--- config.mk ---
export PLATFORM = sky130hd
export DESIGN_NAME = riscv_core_muldiv_issue
export DESIGN_NICKNAME = d
export VERILOG_FILES = /design/src/rtl/riscv_core_muldiv_issue_pkg.sv /design/src/rtl/riscv_core_muldiv_tag_fifo.sv /design/src/rtl/riscv_core_muldiv_issue.sv
export SDC_FILE = /design/constraint.sdc
export NUM_CORES = 1
export LEC_CHECK = 0
export BUFFER_PORTS_ARGS = -buffer_cell sky130_fd_sc_hd__buf_4
export CAP_MARGIN = 20
export CORE_MARGIN = 5
export CORE_UTILIZATION = 41
export DETAILED_ROUTE_END_ITERATION = 7
export PLACE_DENSITY = 0.77
export SLEW_MARGIN = 15
export SYNTH_ARGS = -nofsm -noshare
export SYNTH_HDL_FRONTEND = slang
export SYNTH_SLANG_ARGS = --single-unit
--- constraint.sdc ---
create_clock -name clk -period 2.5 [get_ports clk]
set_input_delay 0.5 -clock clk [delete_from_list [all_inputs] [get_ports clk]]
set_output_delay 0.5 -clock clk [all_outputs]
set_load 0.05 [all_outputs]
--- src/rtl/riscv_core_muldiv_issue_pkg.sv ---
// Shared definitions for the mul/div issue block: function codes, tag layout, result halves.
package riscv_core_muldiv_issue_pkg;

   typedef enum logic [2:0] {
      FnMul  = 3'd0,
      FnDiv  = 3'd1,
      FnDivu = 3'd2,
      FnRem  = 3'd3,
      FnRemu = 3'd4
   } muldiv_fn_e;

   localparam int unsigned TagRdW     = 5;
   localparam int unsigned TagW       = TagRdW + 1;
   localparam int unsigned TagRdLsb   = 1;
   localparam int unsigned TagHselBit = 0;

   localparam int unsigned HalfW    = 32;
   localparam int unsigned ResLoLsb = 0;
   localparam int unsigned ResHiLsb = 32;

   typedef struct packed {
      logic [TagRdW-1:0] rd;
      logic              hsel;
   } muldiv_tag_t;

   function automatic logic [HalfW-1:0] sel_half(input logic [63:0] result, input logic hsel);
      return hsel ? result[ResHiLsb +: HalfW] : result[ResLoLsb +: HalfW];
   endfunction

endpackage

--- src/rtl/riscv_core_muldiv_tag_fifo.sv ---
// In-order tag FIFO ({rd, hsel}) for ops between request fire and response fire.
module riscv_core_muldiv_tag_fifo
   import riscv_core_muldiv_issue_pkg::*;
#(
   parameter int unsigned DEPTH = 4,
   parameter int unsigned PTR_W = 2
) (
   input  logic             clk,
   input  logic             reset_n,
   input  logic             push,
   input  muldiv_tag_t      push_tag,
   input  logic             pop,
   output muldiv_tag_t      pop_tag,
   output logic             full,
   output logic             empty,
   output logic [PTR_W:0]   count
);

   muldiv_tag_t        mem [DEPTH];
   logic [PTR_W-1:0]   wr_ptr_q;
   logic [PTR_W-1:0]   rd_ptr_q;
   logic [PTR_W:0]     count_q;
   logic               push_ok;
   logic               pop_ok;

   assign full    = (count_q == (PTR_W+1)'(DEPTH));
   assign empty   = (count_q == '0);
   assign count   = count_q;
   assign pop_tag = mem[rd_ptr_q];
   assign push_ok = push & ~full;
   assign pop_ok  = pop & ~empty;

   always_ff @(posedge clk or negedge reset_n) begin
      if (!reset_n) begin
         wr_ptr_q <= '0;
         rd_ptr_q <= '0;
         count_q  <= '0;
      end else begin
         if (push_ok) wr_ptr_q <= wr_ptr_q + 1'b1;
         if (pop_ok)  rd_ptr_q <= rd_ptr_q + 1'b1;
         if (push_ok && !pop_ok)      count_q <= count_q + 1'b1;
         else if (pop_ok && !push_ok) count_q <= count_q - 1'b1;
      end
   end

   // Storage carries no reset; entries are only read once the count covers them.
   always_ff @(posedge clk) begin
      if (push_ok) mem[wr_ptr_q] <= push_tag;
   end

endmodule

--- src/rtl/riscv_core_muldiv_issue.sv ---
// Core-side val/rdy initiator for the mul/div unit with tag tracking and registered writeback.
// Optional MULH writeback selection: define RISCV_MULDIV_ISSUE_MULH_EN.
module riscv_core_muldiv_issue
   import riscv_core_muldiv_issue_pkg::*;
#(
   parameter int unsigned DEPTH = 4,
   parameter int unsigned PTR_W = 2
) (
   input  logic             clk,
   input  logic             reset_n,
   input  logic             x_val,
   output logic             x_rdy,
   input  logic [2:0]       x_fn,
   input  logic [31:0]      x_a,
   input  logic [31:0]      x_b,
   input  logic [4:0]       x_rd,
   input  logic             x_mulh,
   output logic [2:0]       muldivreq_msg_fn,
   output logic [31:0]      muldivreq_msg_a,
   output logic [31:0]      muldivreq_msg_b,
   output logic             muldivreq_val,
   input  logic             muldivreq_rdy,
   input  logic [63:0]      muldivresp_msg_result,
   input  logic             muldivresp_val,
   output logic             muldivresp_rdy,
   output logic             wb_val,
   output logic [4:0]       wb_rd,
   output logic [31:0]      wb_data,
   input  logic             wb_rdy,
   output logic [31:0]      busy_mask,
   output logic [PTR_W+1:0] inflight
);

   logic            fifo_full;
   logic            fifo_empty;
   logic [PTR_W:0]  fifo_count;
   muldiv_tag_t     push_tag;
   muldiv_tag_t     pop_tag;
   logic            block;
   logic            hsel;
   logic            issue_fire;
   logic            resp_fire;
   logic            wb_fire;
   logic            wb_full_q;
   logic [4:0]      wb_rd_q;
   logic [31:0]     wb_data_q;
   logic [31:0]     busy_q;
   logic [31:0]     busy_d;

   assign muldivreq_msg_fn = x_fn;
   assign muldivreq_msg_a  = x_a;
   assign muldivreq_msg_b  = x_b;

   // A pending write to rd blocks until its writeback has retired, so set/clear never collide.
   assign block         = fifo_full | (busy_q[x_rd] & (x_rd != 5'd0));
   assign muldivreq_val = x_val & ~block;
   assign x_rdy         = muldivreq_rdy & ~block;
   assign issue_fire    = x_val & x_rdy;

`ifdef RISCV_MULDIV_ISSUE_MULH_EN
   assign hsel = (x_fn == FnRem) | (x_fn == FnRemu) | ((x_fn == FnMul) & x_mulh);
`else
   logic unused_mulh;
   assign unused_mulh = x_mulh;
   assign hsel        = (x_fn == FnRem) | (x_fn == FnRemu);
`endif

   assign push_tag = '{rd: x_rd, hsel: hsel};

   assign muldivresp_rdy = ~fifo_empty & (~wb_full_q | wb_rdy);
   assign resp_fire      = muldivresp_val & muldivresp_rdy;
   assign wb_fire        = wb_full_q & wb_rdy;

   riscv_core_muldiv_tag_fifo #(
      .DEPTH (DEPTH),
      .PTR_W (PTR_W)
   ) u_tag_fifo (
      .clk      (clk),
      .reset_n  (reset_n),
      .push     (issue_fire),
      .push_tag (push_tag),
      .pop      (resp_fire),
      .pop_tag  (pop_tag),
      .full     (fifo_full),
      .empty    (fifo_empty),
      .count    (fifo_count)
   );

   always_ff @(posedge clk or negedge reset_n) begin
      if (!reset_n) begin
         wb_full_q <= 1'b0;
         wb_rd_q   <= '0;
         wb_data_q <= '0;
      end else if (resp_fire) begin
         wb_full_q <= 1'b1;
         wb_rd_q   <= pop_tag.rd;
         wb_data_q <= sel_half(muldivresp_msg_result, pop_tag.hsel);
      end else if (wb_fire) begin
         wb_full_q <= 1'b0;
      end
   end

   always_comb begin
      busy_d = busy_q;
      if (wb_fire) busy_d[wb_rd_q] = 1'b0;
      if (issue_fire && (x_rd != 5'd0)) busy_d[x_rd] = 1'b1;
   end

   always_ff @(posedge clk or negedge reset_n) begin
      if (!reset_n) busy_q <= '0;
      else          busy_q <= busy_d;
   end

   assign wb_val    = wb_full_q;
   assign wb_rd     = wb_rd_q;
   assign wb_data   = wb_data_q;
   assign busy_mask = busy_q;
   assign inflight  = {1'b0, fifo_count} + {{(PTR_W+1){1'b0}}, wb_full_q};

endmodule

==> key figures, run 1 <==
Synthesis
  • Top_reg_cell synth: dfrtp_1
  • Flops & latches, synth: just over 100
  • Async SR Flop Fraction: 0.762
  • Syn Nets: 620
  • Synth area leaders: dfrtp_1, edfxtp_1, buf_4, mux2i_1, o31ai_2
  • Yosys cell types: 40
  • Cell count after synthesis: about 470
  • Synth warn: 0
  • EDFF count, synth: 24
  • Post-Syn Area: ~5400 um^2
  • Post-synth top area share: 0.354
  • Post-synth top area cell: dfrtp_1
  • Sequential share of the synthesized area: 0.486
  • Mean Syn Cell Area: between 10 and 15 um^2

Placement
  • IO Port Bufs: 157
  • Placed cell count: 730
  • GP Congestion: roughly 0.89
  • Post-placement cell area: 6400 um^2
  • Post-detail-place hpwl: ~11 mm

Drt
  • DRT Wirelength: between 10 and 15 mm
  • DRC Markers: 0
  • First DRT Iteration DRCs: 190
  • Via count: 3,979
  • Routed length per instance: between 15 and 20 um
  • DR pass1 iterations: 4
  • Final ANT Viol Nets: 0
  • Vias/cell: ~5.3

Final layout
  • Multi-input gate area in the final layout: between 2000 and 2500 um^2
  • FF+latch area: approximately 2600 um^2
  • # diodes: 0
  • Nets: between 700 and 800
  • Final cell count without fillers: 756
  • Leading cell types in the layout, fill and taps excluded: buf_4, dfrtp_1, mux2i_1
  • Proportion of layout cells with a drive suffix above 1: 0.455
  • Synth-to-Final Area Change: 25.4%
  • FILL cells: about 1.2k
  • Post-layout instance area: ~6800 um^2
  • Commonest non-fill, non-tap cell in the layout: buf_4

Hold path
  • Worst min-delay path category: primary input to async pin

Pwr
  • Leak: 3.10 nW
  • Maximum vdd drop: 0.737 mV
  • Pwr dens: about 1300 nW/um^2

STA
  • Post-layout min period: approximately 2.5 ns
  • Unrepaired setup endpoints after global routing: true
  • Final Skew: a little over 0.008 ns
  • WHS: between 0.08 and 0.09 ns
  • F_max: between 0.4 and 0.5 GHz
  • Worst slew pin tran: between 0.6 and 0.7 ns
  • Fin crit share: 1.00
  • Worst slew margin: 0.565
  • Final setup fails: 0
  • Final Hold Viols: 0
  • Max-slew violations: 0

Clock network
  • TritonCTS Buffers: 9
  • Longest Clk Path Bufs: 2
  • Hold-fix buffers, CTS: 0
  • Clk_lat worst skew: about 0.35 ns
  • Root buffer cell: clkbuf_16
  • CTS H-tree lvls: 3
  • CTS tree: yes
  • Clock-pin slew of the registers on the worst-case setup and hold paths: 0.07 ns
  • CTS Sinks: 101

Die
  • DIE WIDTH: roughly 130 um
  • Die area: between 15,000 and 20,000 um^2
  • Core area: between 10,000 and 15,000 um^2
  • Initial cell density of the core: 0.415
  • Row count: 42
  • Die Y: 125 um
  • IO Pins: approximately 290

Worst setup path
  • R2R depth: 11
  • Top delay family on crit path: simple AND/OR/NAND/NOR gates
  • WP data arrival: approximately 2.0 ns
  • Setup crit start kind: primary input
  • Cell count along the critical path: 8
  • Critical path required time: ~2 ns
  • CP Buf/Inv Count: 2
  • Worst Setup Path Type: primary input to primary output
  • Crit path max fanout: 10
  • Slowest stage delay, CP: between 0.4 and 0.5 ns
  • CP max-delay cell: or3_4
  • CP Cell Sequence: buf_4, or3_4, o22ai_2, nor3_2, o221ai_2, nand2_2, and3_1, buf_6
  • CP Capture Type: primary output

Global route
  • Total GRT Usage: 0.184
  • Grt ovf: 0
  • First-pass GRT wire length: ~23 mm
  • Number of global-route vias before repair: 4,304
  • Initial antenna violation count: 0
  • Largest net degree at the start of global routing: 72

Job
  • Max_cap viols: 0

Outcome
  • Status: finished clean
## per-layer routing
metal	share of wire	track usage	vias to the layer above
met5	0	0	-
li1	-	-	1823
met4	0.041	0.0861	0
met3	0.079	0.0499	62
met2	0.52	0.322	182
met1	0.36	0.210	1912
## state kept, by name, summed over array words and instances (netlist names)
signal               cells
wb_rd                    5
wb_val                   1
u_tag_fifo.rd_ptr_q      2
u_tag_fifo.count         3
wb_data                 32
u_tag_fifo.wr_ptr_q      2
busy_mask               32
u_tag_fifo.mem          24
## cell usage after synthesis (all sizes together) (7+ instances only)
cell and n:
dfrtp 77, nor2 8, mux2i 46, ha 7
o21ai 66, mux2 7, clkbuf 13, nand2 43
buf 83, o31ai 31, edfxtp 24, mux4 7
## metrics by stage
stage / worst slack, ns / TNS, ns / total power [W] / util
after floorplan: -0.0683 / -0.126 / 0.00620 / -
after global placement: -0.268 / -2.15 / 0.00726 / 0.488
after detailed placement: -0.374 / -3.76 / 0.00738 / 0.488
after CTS: -0.00229 / -0.00229 / 0.00894 / 0.514
after global routing: -0.0939 / -0.257 / 0.00937 / 0.520
final: 0.00119 / 0 / 0.00892 / 0.520
## layout make-up
type | instances | area share
clock inverters | 7 | 0.0145
clock buffers | 9 | 0.0330
inverters | 5 | 0.00275
multi-input cells | 267 | 0.313
repair buffers | 191 | 0.216
flip-flops and latches | 101 | 0.388
well taps | 176 | 0.0322
## worst paths after layout
kind                          startpoint                   to  slack (ns)
max                              x_rd[2]        muldivreq_val       0.001
max in group asynchronous        reset_n        busy_mask[19]        1.82
min in group clk                  wb_rdy               wb_val        0.37
min reg2reg                  wb_data[13]          wb_data[13]        0.49
min                              reset_n        busy_mask[31]        0.09
max reg2reg                busy_mask[19]  u_tag_fifo.count[2]        0.07
## kinds of logic after synthesis
| logic type | share of synthesized area |
|---|---|
| buffers and inverters | 0.130 |
| adder cells (fa/ha/maj) | 0.0198 |
| AO/OA/AOI/OAI | 0.145 |
| flip-flops | 0.486 |
| multiplexers | 0.128 |
| AND/OR/NAND/NOR | 0.0790 |
| XOR/XNOR | 0.0113 |
## what timing repair did
item | CTS | global route
pin swaps | 1 | 6
endpoints found under the hold margin | 0 | 0
gates resized for setup | 5 | 3
endpoints found under the setup margin | 2 | 4
buffers inserted | 1 | 9
## where the power goes
group          leakage [nW]  internal (W)  switching [W]
Sequential             1.19       0.00223       0.000515
Combinational          1.76       0.00159        0.00306
Clock                 0.151      0.000883       0.000644
Total                  3.10       0.00470        0.00422
Power figures use the tool's default switching activity.
==> run 2: changes to the inputs <==
--- a/config.mk
+++ b/config.mk
@@ -7,10 +7,10 @@
 export LEC_CHECK = 0
 export BUFFER_PORTS_ARGS = -buffer_cell sky130_fd_sc_hd__buf_4
 export CAP_MARGIN = 20
-export CORE_MARGIN = 5
-export CORE_UTILIZATION = 41
+export CORE_AREA = 2 2 112 114
 export DETAILED_ROUTE_END_ITERATION = 7
-export PLACE_DENSITY = 0.77
+export DIE_AREA = 0 0 114 116
+export PLACE_DENSITY = 0.81
 export SLEW_MARGIN = 15
 export SYNTH_ARGS = -nofsm -noshare
 export SYNTH_HDL_FRONTEND = slang
==> constraint.sdc (replaced) <==
create_clock -name clk -period 3.2 [get_ports clk]
set_input_delay 0.64 -clock clk [delete_from_list [all_inputs] [get_ports clk]]
set_output_delay 0.64 -clock clk [all_outputs]
set_load 0.05 [all_outputs]
==> run 2 against run 1 <==
Highest routed layer unchanged; via count about the same; largest power group unchanged; count of clock-buffer cells in the layout up 3; register-to-register slack better by 0.60 ns; critical endpoint is now x_rdy; power down 25%; combinational power down 24%; worst setup slack better by 0.25 ns; critical path type unchanged.
==> key figures, run 2 (synthesized netlist as in run 1, its figures left out) <==
Clock network
  • Clk_lat worst skew: 0.34 ns (was 0.35 ns)
  • Hold-fix buffers, CTS: 0 (unchanged)
  • Clock-pin slew of the registers on the worst-case setup and hold paths: 0.07 ns (about the same)
  • CTS Sinks: 101 (unchanged)
  • Post-CTS sizing: 0 (was 5)
  • Longest Clk Path Bufs: 2 (unchanged)
  • CTS tree: yes (unchanged)
  • TritonCTS Buffers: 9 (unchanged)
  • Postcts setup bufs: 0 (was 1)
  • Root buffer cell: clkbuf_16 (unchanged)
  • CTS H-tree lvls: 3 (unchanged)

Global route
  • Largest net degree at the start of global routing: 78 (was 72)
  • Number of global-route vias before repair: 3,935 (was 4,304)
  • Grt ovf: 0 (unchanged)
  • Initial antenna violation count: 0 (unchanged)
  • First-pass GRT wire length: 21.4 mm (was 23.0 mm)
  • Total GRT Usage: 0.212 (was 0.184)

Job
  • Max_cap viols: 0 (unchanged)

Worst setup path
  • Crit path max fanout: 12 (was 10)
  • Critical path required time: 2.56 ns (was 2.00 ns)
  • CP max-delay cell: or3_1 (was or3_4)
  • Top delay family on crit path: simple AND/OR/NAND/NOR gates (unchanged)
  • CP Cell Sequence: buf_4, or3_1, o22ai_1, nor3_2, o221ai_2, nand2_1, and3_1, buf_4 (was buf_4, or3_4, o22ai_2, nor3_2, o221ai_2, nand2_2, and3_1, buf_6)
  • Cell mode on critical path: buf_4
  • Setup crit start kind: primary input (unchanged)
  • WP data arrival: 2.31 ns (was 2.00 ns)
  • Slowest stage delay, CP: 0.51 ns (was 0.42 ns)
  • Worst Setup Path Type: primary input to primary output (unchanged)
  • CP Capture Type: primary output (unchanged)
  • CP Buf/Inv Count: 2 (unchanged)

Hold path
  • Worst min-delay path category: primary input to async pin (unchanged)

Final layout
  • FILL cells: 998 (was 1,162)
  • Post-layout instance area: 6510 um^2 (was 6830 um^2)
  • # diodes: 0 (unchanged)
  • Commonest non-fill, non-tap cell in the layout: buf_4 (unchanged)
  • Proportion of layout cells with a drive suffix above 1: 0.416 (was 0.455)
  • Synth-to-Final Area Change: 19.5% (was 25.4%)
  • Leading cell types in the layout, fill and taps excluded: buf_4, dfrtp_1, mux2i_1 (unchanged)
  • Nets: 704 (was 726)

Drt
  • DRT Wirelength: 14.5 mm (was 14.6 mm)
  • DRC Markers: 0 (unchanged)
  • DR pass1 iterations: 5 (was 4)
  • Final ANT Viol Nets: 0 (unchanged)
  • Via count: 3,981 (was 3,979)
  • First DRT Iteration DRCs: 200 (was 190)
  • Vias/cell: 5.65 (was 5.26)
  • Routed length per instance: 20.6 um (was 19.3 um)

STA
  • Max-slew violations: 0 (unchanged)
  • Post-layout min period: between 2 and 3 ns
  • Fin crit share: 0.921
  • Final setup fails: 0 (unchanged)
  • Unrepaired setup endpoints after global routing: false (was true)
  • WHS: 0.451 ns (was 0.0897 ns)
  • TNS Setup: 0 ns (unchanged)
  • F_max: ~0.34 GHz
  • Min setup slack post-route: 0.253 ns (was 0.00119 ns)
  • Worst slew margin: 0.330 (was 0.565)
  • Final Hold Viols: 0 (unchanged)
  • Final Skew: 0.00941 ns (was 0.00819 ns)
  • Worst slew pin tran: 1.00 ns (was 0.652 ns)

Die
  • Row count: 40 (was 42)
  • Initial cell density of the core: 0.457 (was 0.415)
  • Core area: 11,900 um^2 (was 13,100 um^2)
  • Die Y: 116 um (was 125 um)
  • Die area: 13,200 um^2 (was 15,700 um^2)
  • IO Pins: 287 (unchanged)
  • DIE WIDTH: 114 um (was 125 um)

Placement
  • Place WS: 0.0848 ns (was -0.374 ns)
  • IO Port Bufs: 157 (unchanged)
  • Post-detail-place hpwl: 10.7 mm (was 11.2 mm)
  • GP Congestion: 0.855 (was 0.891)
  • Post-placement cell area: 6210 um^2 (was 6400 um^2)

Pwr
  • Maximum vdd drop: 0.481 mV (was 0.737 mV)
  • Leak: 2.97 nW (was 3.10 nW)
  • Pwr dens: 1030 nW/um^2 (was 1310 nW/um^2)
  • Overall power consumption: 0.00672 W (was 0.00892 W)

Outcome
  • Status: finished clean (unchanged)
## run 2: area by class of cell
| cell class | count | area (um^2) | area share |
|---|---|---|---|
| clock buffer | 12 | 268 | 0.0411 |
| clock inverter | 4 | 30.0 | 0.00461 |
| inverter | 5 | 18.8 | 0.00288 |
| multi-input combinational | 267 | 2090 | 0.321 |
| sequential | 101 | 2650 | 0.407 |
| tap | 147 | 184 | 0.0283 |
| timing repair buffer | 169 | 1270 | 0.195 |
## run 2: worst register-to-register path: cells and delay by family, from the launching register on
kind	cells	cell delay (ns)
xor+xnor	2	0.30
compound gates	2	0.36
buf+inv	1	0.06
fa+ha+maj	2	0.61
simple gates	2	0.23
mux	1	0.47
flops	1	0.41
## run 2: per-stage QoR
stage,std cells,util
2_1_floorplan,469,-
3_3_place_gp,689,0.521
3_5_place_dp,689,0.521
4_1_cts,705,0.546
5_1_grt,705,0.546
6_report,705,0.546
## run 2: path summary, 6_finish.rpt
| kind | startpoint | end | slack (ns) | cells after the start |
|---|---|---|---|---|
| worst max-delay path | x_rd[4] | x_rdy | 0.25 | 8 |
| worst min register to register | wb_data[10] | wb_data[10] | 0.48 | 2 |
| worst min-delay path | reset_n | busy_mask[5] | 0.45 | 1 |
| max in group asynchronous | reset_n | wb_data[9] | 2.09 | 1 |
| min in group clk | wb_data[10] | wb_data[10] | 0.48 | 2 |
| worst max register to register | busy_mask[19] | u_tag_fifo.count[2] | 0.67 | 10 |
## run 2: power by group
part	switching (W)	leakage (nW)	internal [W]
registers	0.000392	1.19	0.00174
logic	0.00236	1.63	0.00117
clock network	0.000463	0.144	0.000599
total	0.00321	2.97	0.00351
## run 2: metal layers
| layer | routed length (um) | share of wire | global-route usage | vias to the layer above |
|---|---|---|---|---|
| met4 | 138 | 0.0095 | 0.0593 | 0 |
| met2 | 7480 | 0.51 | 0.365 | 247 |
| met5 | 0 | 0 | 0.0148 | - |
| met3 | 1540 | 0.11 | 0.0638 | 12 |
| li1 | - | - | - | 1786 |
| met1 | 5380 | 0.37 | 0.260 | 1936 |
==> run 3: changes to the inputs <==
--- a/config.mk
+++ b/config.mk
@@ -7,9 +7,8 @@
 export LEC_CHECK = 0
 export BUFFER_PORTS_ARGS = -buffer_cell sky130_fd_sc_hd__buf_4
 export CAP_MARGIN = 20
-export CORE_AREA = 2 2 112 114
+export CORE_UTILIZATION = 46
 export DETAILED_ROUTE_END_ITERATION = 7
-export DIE_AREA = 0 0 114 116
 export PLACE_DENSITY = 0.81
 export SLEW_MARGIN = 15
 export SYNTH_ARGS = -nofsm -noshare
==> constraint.sdc (replaced) <==
create_clock -name clk -period 2.9 [get_ports clk]
set_input_delay 0.58 -clock clk [delete_from_list [all_inputs] [get_ports clk]]
set_output_delay 0.58 -clock clk [all_outputs]
set_load 0.05 [all_outputs]
==> run 3 against run 2 <==
Critical path depth unchanged; cell area up 1.1%; largest power group unchanged; sequential power up 11%.
==> key figures, run 3 (synthesized netlist as in run 1, its figures left out) <==
STA
  • F_max: roughly 0.36 GHz
  • Worst slew margin: 0.348 (was 0.330)
  • Final Skew: 0.0124 ns (was 0.00941 ns)
  • Worst slew pin tran: 0.978 ns (was 1.00 ns)
  • Post-layout min period: ~2.8 ns
  • WHS: 0.115 ns (was 0.451 ns)
  • Fin crit share: 0.954
  • Max-slew violations: 0 (unchanged)
  • Final Hold Viols: 0 (unchanged)
  • Unrepaired setup endpoints after global routing: false (unchanged)
  • Min setup slack post-route: 0.134 ns (was 0.253 ns)
  • Final setup fails: 0 (unchanged)

Drt
  • Vias/cell: 5.60 (was 5.65)
  • DR pass1 iterations: 5 (unchanged)
  • Final ANT Viol Nets: 0 (unchanged)
  • Via count: 3,957 (was 3,981)
  • First DRT Iteration DRCs: 294 (was 200)
  • Routed length per instance: 20.3 um (was 20.6 um)
  • DRC Markers: 0 (unchanged)
  • DRT Wirelength: 14.4 mm (was 14.5 mm)

Clock network
  • Root buffer cell: clkbuf_16 (unchanged)
  • Clock-pin slew of the registers on the worst-case setup and hold paths: 0.07 ns (about the same)
  • CTS H-tree lvls: 3 (unchanged)
  • Clk_lat worst skew: 0.34 ns (about the same)
  • CTS tree: yes (unchanged)
  • Longest Clk Path Bufs: 2 (unchanged)
  • TritonCTS Buffers: 9 (unchanged)
  • Hold-fix buffers, CTS: 0 (unchanged)
  • Post-CTS sizing: 0 (unchanged)
  • Postcts setup bufs: 0 (unchanged)
  • CTS Sinks: 101 (unchanged)

Worst setup path
  • CP Capture Type: primary output (unchanged)
  • CP Cell Sequence: buf_4, or3_1, o22ai_1, nor3_2, o221ai_2, nand2_1, and3_1, buf_4 (unchanged)
  • Cell mode on critical path: buf_4 (unchanged)
  • Setup crit start kind: primary input (unchanged)
  • Critical path required time: 2.32 ns (was 2.56 ns)
  • Crit path max fanout: 8 (was 12)
  • Slowest stage delay, CP: 0.43 ns (was 0.51 ns)
  • Top delay family on crit path: simple AND/OR/NAND/NOR gates (unchanged)
  • WP data arrival: 2.19 ns (was 2.31 ns)
  • CP max-delay cell: or3_1 (unchanged)
  • CP Buf/Inv Count: 2 (unchanged)
  • Worst Setup Path Type: primary input to primary output (unchanged)

Die
  • Core area: 11,500 um^2 (was 11,900 um^2)
  • Die Y: 111 um (was 116 um)
  • IO Pins: 287 (unchanged)
  • Initial cell density of the core: 0.475 (was 0.457)
  • Die area: 12,300 um^2 (was 13,200 um^2)
  • DIE WIDTH: 111 um (was 114 um)
  • Row count: 39 (was 40)

Placement
  • Place WS: -0.0602 ns (was 0.0848 ns)
  • IO Port Bufs: 157 (unchanged)
  • GP Congestion: 0.867 (was 0.855)
  • Post-detail-place hpwl: 10.8 mm (was 10.7 mm)

Pwr
  • Maximum vdd drop: 0.662 mV (was 0.481 mV)
  • Gate power share: 0.520 (was 0.525)
  • Clock share of power: 0.164 (was 0.158)
  • Flop pwr share: 0.316 (was 0.317)
  • Overall power consumption: 0.00747 W (was 0.00672 W)
  • P_int: 0.00393 W (was 0.00351 W)
  • Switching Fraction: 0.474 (was 0.478)
  • Leak: 3.01 nW (was 2.97 nW)
  • Switching power: 0.00354 W (was 0.00321 W)
  • Pwr dens: 1140 nW/um^2 (was 1030 nW/um^2)

Hold path
  • Worst min-delay path category: primary input to async pin (unchanged)

Global route
  • First-pass GRT wire length: 22.3 mm (was 21.4 mm)
  • Number of global-route vias before repair: 3,989 (was 3,935)
  • Grt ovf: 0 (unchanged)
  • Largest net degree at the start of global routing: 78 (unchanged)
  • Total GRT Usage: 0.234 (was 0.212)
  • Initial antenna violation count: 0 (unchanged)

Final layout
  • Synth-to-Final Area Change: 20.7% (was 19.5%)
  • Nets: 710 (was 704)
  • FILL cells: 905 (was 998)
  • Proportion of layout cells with a drive suffix above 1: 0.421 (was 0.416)
  • Commonest non-fill, non-tap cell in the layout: buf_4 (unchanged)
  • Leading cell types in the layout, fill and taps excluded: buf_4, dfrtp_1, mux2i_1 (unchanged)
  • # diodes: 0 (unchanged)

Job
  • Max_cap viols: 0 (unchanged)

Outcome
  • Status: finished clean (unchanged)
==> run 3: cell type report <==
type,count,area [um^2],share of cell area
Clock buffer,13,293,0.0445
Sequential cell,101,2650,0.403
Multi-Input combinational cell,267,2090,0.318
Timing Repair Buffer,175,1330,0.203
Clock inverter,2,13.8,0.00209
Inverter,5,18.8,0.00285
Tap cell,143,179,0.0272
==> run 3: metal layers <==
| metal | vias to the layer above | wire, um | GRT usage |
|---|---|---|---|
| met5 | - | 0 | 0.00833 |
| met4 | 0 | 201 | 0.0756 |
| met3 | 24 | 1520 | 0.0940 |
| met2 | 237 | 7340 | 0.388 |
| met1 | 1914 | 5280 | 0.275 |
| li1 | 1782 | - | - |
==> run 3: power by group through the flow <==
stage	logic, W	clock network [W]	registers, W
6_report	0.00388	0.00122	0.00236
3_3_place_gp	0.00382	0	0.00237
4_1_cts	0.00391	0.00123	0.00236
3_5_place_dp	0.00390	0	0.00238
5_1_grt	0.00410	0.00130	0.00243
2_1_floorplan	0.00174	0	0.00359
==> run 3: metrics by stage <==
step,cell area [um^2],util,TNS [ns],std cells
final,6580,0.573,0,706
after global routing,6580,0.573,0,706
after CTS,6550,0.571,0,705
after detailed placement,6240,0.544,-0.0602,690
after global placement,6240,0.544,0,690
after floorplan,5450,-,0,469
==> run 3: path summary, 6_finish.rpt <==
check / cells after the start / slack, ns / to / from
setup reg to reg: 10 / 0.46 / u_tag_fifo.count[2] / busy_mask[19]
setup / recovery: 8 / 0.13 / muldivreq_val / x_rd[4]
max in group asynchronous: 2 / 2.17 / busy_mask[21] / reset_n
hold / removal: 1 / 0.11 / busy_mask[30] / reset_n
hold reg to reg: 2 / 0.49 / wb_data[6] / wb_data[6]
min in group clk: 2 / 0.45 / wb_val / wb_rdy
